**src/rtl/crc8_pkg.sv**
```systemverilog
// Shared definitions for the receive-side CRC-8 frame checker:
// FSM encoding, CRC/length constants and the lookup-table entry generator.
package crc8_pkg;

    typedef enum logic [1:0] {
        ST_ACCEPT = 2'd0,
        ST_LOOKUP = 2'd1,
        ST_DONE   = 2'd2
    } state_t;

    localparam logic [7:0]  CRC_INIT          = 8'h00;
    localparam logic [15:0] LEN_MAX           = 16'hFFFF;
    localparam logic [7:0]  CRC8_POLY_DEFAULT = 8'h07;

    // One table entry: the CRC register after shifting an index byte through
    // eight MSB-first polynomial-division steps (implied x^8 term).
    function automatic logic [7:0] crc8_table_entry(input logic [7:0] index,
                                                    input logic [7:0] poly);
        logic [7:0] c;
        c = index;
        for (int b = 0; b < 8; b++) begin
            c = c[7] ? ((c << 1) ^ poly) : (c << 1);
        end
        return c;
    endfunction

endpackage

```
**src/rtl/crc_table.sv**
```systemverilog
// CRC-8 lookup ROM with a registered read: value_o holds table[addr_i] one
// cycle after addr_i is presented.
module crc_table
    import crc8_pkg::*;
#(
    parameter logic [7:0] POLYNOMIAL = CRC8_POLY_DEFAULT
) (
    input  logic       clk_i,
    input  logic [7:0] addr_i,
    output logic [7:0] value_o
);

    logic [7:0] rom [256];

    generate
        for (genvar gi = 0; gi < 256; gi++) begin : g_rom
            assign rom[gi] = crc8_table_entry(8'(gi), POLYNOMIAL);
        end
    endgenerate

    always_ff @(posedge clk_i) begin
        value_o <= rom[addr_i];
    end

endmodule

```
**config.mk**
```make
export PLATFORM = sky130hd
export DESIGN_NAME = crc_table
export DESIGN_NICKNAME = d
export VERILOG_FILES = /design/src/rtl/crc8_pkg.sv /design/src/rtl/crc_table.sv
export SDC_FILE = /design/constraint.sdc
export NUM_CORES = 1
export LEC_CHECK = 0
export CAP_MARGIN = 20
export CORE_AREA = 2 2 39 41
export CTS_BUF_LIST = sky130_fd_sc_hd__clkbuf_16
export CTS_CLUSTER_SIZE = 12
export DETAILED_ROUTE_END_ITERATION = 10
export DIE_AREA = 0 0 41 43
export PLACE_DENSITY = 0.55
export SLEW_MARGIN = 20
export SYNTH_ARGS = -nofsm -noshare
export SYNTH_HDL_FRONTEND = slang
export SYNTH_SLANG_ARGS = --single-unit
```
**constraint.sdc**
```tcl
create_clock -name clk_i -period 1.6 [get_ports clk_i]
set_input_delay 0.24 -clock clk_i [delete_from_list [all_inputs] [get_ports clk_i]]
set_output_delay 0.24 -clock clk_i [all_outputs]
set_load 0.01 [all_outputs]
```
### Word level (Yosys, flattened, before mapping)

Memories as Yosys holds them, arrays and structs flattened. A register that Yosys moved wholly into a read port is not among the register bits.
Cells that the tools add are included.
W data, S select, Z words.

| storage, ports and cells | value |
|---|---|
| output and inout port bits | 8 |
| word-level logic and storage cells | 2 |
| ROM bits | 2,048 |
| memories kept | 1 |
| register bits | 0 |
| input port bits | 9 |

| operators by class | value |
|---|---|
| bitwise operators | 1 |

Memory list:

| name | depth | width | read ports | clocked after memory_dff | write ports | line | source |
|---|---|---|---|---|---|---|---|
| (name not given) | 256 | 8 | 1 | 1 | 0 | crc_table.sv:22 | `value_o <= rom[addr_i];` |

Operators by type and width:

| kind | count |
|---|---|
| $not A8 Y9 | 1 |

### Logic depth before layout (Yosys ltp)

| logic depth | value |
|---|---|
| word-level depth | 1 |
| depth in mapped cells | 4 |
| gate-level depth less buffers | 4 |

### Worst setup path before layout

Ideal clock, no wire load.

| path | value |
|---|---|
| path type | input-to-reg |
| start point | input port addr_i[0] |
| end point | register value_o[2] |
| arrival time | 0.849 ns |
| library setup time | 0.126 ns |
| path buffers | 0 |
| setup slack | 0.625 ns |
| required time | 1.474 ns |
| stages | 4 |
| cells stage by stage | inv_1 ha_1 xor2_1 xor2_1 |

| between the ends | value |
|---|---|
| word-level cells in the longest chain between the ends | 1 |

RTL lines:

| item | line | source |
|---|---|---|
| from (decl) | crc_table.sv:9 | `input logic [7:0] addr_i,` |
| $not A8 Y9 (not written as such) | crc_table.sv:22 |  |
| to (decl) | crc_table.sv:10 | `output logic [7:0] value_o` |

Every way passes these cells.

### Worst setup path in the final report

Ends and elaborated chain as after synthesis.

==> flow_metrics.env <==
export IMPL_grt_use_total_pct=7.55
export IMPL_yosysTopAreaCell="dfxtp_1"
export IMPL_clkSinkCount=8
export IMPL_syn_area_per_cell_um2=11.4
export IMPL_synth_common_cells="8 x dfxtp_1, 8 x xnor2_1, 3 x xor2_1"
export IMPL_row_count=14
export IMPL_path_common_cell="xor2_1"
export IMPL_start_util_pct=22.3
export IMPL_cpPeakStageDelay_ns=0.49
export IMPL_final_hold_violation_count=0
export IMPL_diodes=0
export IMPL_grt_pass1_wl_um=765
export IMPL_via_count=231
export IMPL_drtIter0Drc=0
export IMPL_syn_nets=38
export IMPL_yosysWarnings=0
export IMPL_fin_ws_ns=0.297
export IMPL_powerDensity_nw_per_um2=1410
export IMPL_power_total_w=0.000805
export IMPL_synth_top_area_share_pct=51.8
export IMPL_fin_crit_sh_pct=81.5
export IMPL_dieWidth_um=41
export IMPL_drv_slew=0
export IMPL_totalWireLength_um=492
export IMPL_slowest_stage="clkdlybuf4s50_1"
export IMPL_path_buf_inv=2
export IMPL_antenna_found_initial=0
export IMPL_largest_register_ffs=8
export IMPL_dp_cells=60
export IMPL_crit_required_ns=1.71
export IMPL_syn_area_um2=309
export IMPL_relSlewSlack_pct=81.5
export IMPL_post_route_drc_count=0
export IMPL_worstSetupPathType="primary input to register"
export IMPL_routed_via_density=3.67
export IMPL_synthToLayoutAreaGrowth_pct=85.0
export IMPL_maxCapViolCount=0
export IMPL_largest_registers="value_o (8)"
export IMPL_cts_setup_buffers=0
export IMPL_regMostFlops="value_o"
export IMPL_dp_slack_ns=0.0519
export IMPL_netlist_cell_type_count=8
export IMPL_fmax_mhz=767
export IMPL_place_port_buffers=16
export IMPL_min_path_type="primary input to register"
export IMPL_ios=17
export IMPL_cts_buffer_depth=2
export IMPL_cts_buffers=3
export IMPL_tightest_slew_ns=0.275
export IMPL_postRouteAntennaNets=0
export IMPL_report_final_setup_viol=0
export IMPL_syn_inst=27
export IMPL_wl_per_cell_um=7.81
export IMPL_cp_top_family="buffers and inverters"
export IMPL_fin_crit_ns=1.30
export IMPL_grt_max_degree=5
export IMPL_nets=60
export IMPL_critPathCaptureType="register"
export IMPL_synthFlopType="dfxtp_1"
export IMPL_cts_resized_gates=0
export IMPL_ys_ff_latch=8
export IMPL_cp_arrival_ns=1.41
export IMPL_htreeDepth=1
export IMPL_synth_enable_flop_cells=0
export IMPL_fin_tns_setup_ns=0
export IMPL_async_flop_share_pct=0
export IMPL_synth_area_leaders="dfxtp_1 52%, xnor2_1 23%, xor2_1 8.5%"
export IMPL_ir_drop_uv=432
export IMPL_stdcell_count=63
export IMPL_gp_congestion=0.564
export IMPL_rsz0062_at_grt="no"
export IMPL_cts_reportedPaths_clkPinSlew_ns=0.03
export IMPL_worstSetupStartpointType="primary input"
export IMPL_ctsRootBufferMaster="clkbuf_16"
export IMPL_ys_seq_area_share_pct=51.8
export IMPL_grt_pass1_vias=186
export IMPL_leakagePower_nw=0.235
export IMPL_postCtsHoldBufs=0
export IMPL_worstPathCellList="clkdlybuf4s50_1 > inv_1 > ha_1 > xor2_1 > xor2_1"
export IMPL_hold_worst_slack_ns=0.625
export IMPL_cts_tree="built"
export IMPL_worstPathMaxFanout=3
export IMPL_drive_gt1_share_pct=8.51
export IMPL_die_area_um2=1760
export IMPL_fp_dieH_um=43
export IMPL_firstDrtPassIters=1
export IMPL_gr_total_overflow=0
export IMPL_status="finished, final reports clean"
export IMPL_core_area_um2=1380
per-stage QoR:
| stage | util, % | instance area, um^2 |
|---|---|---|
| after floorplan | - | 309 |
| after global placement | 35.9 | 497 |
| after detailed placement | 35.9 | 497 |
| after CTS | 41.3 | 572 |
| after global routing | 41.3 | 572 |
| final | 41.3 | 572 |
tightest hold or removal path, cell delays in order:
cell and delay, ns:
clkdlybuf4s50_1 0.43, nand2_1 0.06, o21ai_0 0.06
cells by family after synthesis:
kind of cell | count (synthesis) | synth area share (%)
xor gates and xnor gates | 11 | 31.2
DFF | 8 | 51.8
AOI/OAI and AO/OA | 2 | 4.05
buffers and inverters | 2 | 2.43
adders and majority gates | 2 | 8.10
and+or+nand+nor | 2 | 2.43
layer usage:
layer  wire length, um  part of all wire [%]  global-route usage [%]
met1               198                    40                    7.77
met4                14                   2.8                    12.0
met2               216                    44                    8.13
met5                 0                     0                       0
met3                61                    12                    3.66
where the power goes:
part	leakage [nW]	internal [W]	switching, W	total, W
sequential	0.0675	0.000235	0.00000734	0.000242
clock	0.0370	0.000321	0.0000858	0.000407
combinational	0.131	0.0000993	0.0000567	0.000156
total	0.235	0.000655	0.000150	0.000805
path summary, 6_finish.rpt:
check / start / endpoint / cells after the start
setup / recovery: addr_i[0] / value_o[2] / 5
hold / removal: addr_i[0] / value_o[0] / 3
final cells by class:
class | instances | area, um^2
clock buffer | 3 | 75.1
timing repair buffer | 17 | 168
fill | 163 | 812
inverter | 2 | 7.51
tap | 16 | 20.0
sequential | 8 | 160
multi-input combinational | 17 | 141
cells in the final DEF (no fill, tap or decap):
master / n
clkdlybuf4s50_1: 16
xnor2_1: 8
dfxtp_1: 8
xor2_1: 3
clkbuf_16: 3
inv_1: 2
nand2_1: 2
ha_1: 2
o31ai_1: 1
o21ai_0: 1
buf_4: 1
(Power assumes the default switching activity.)
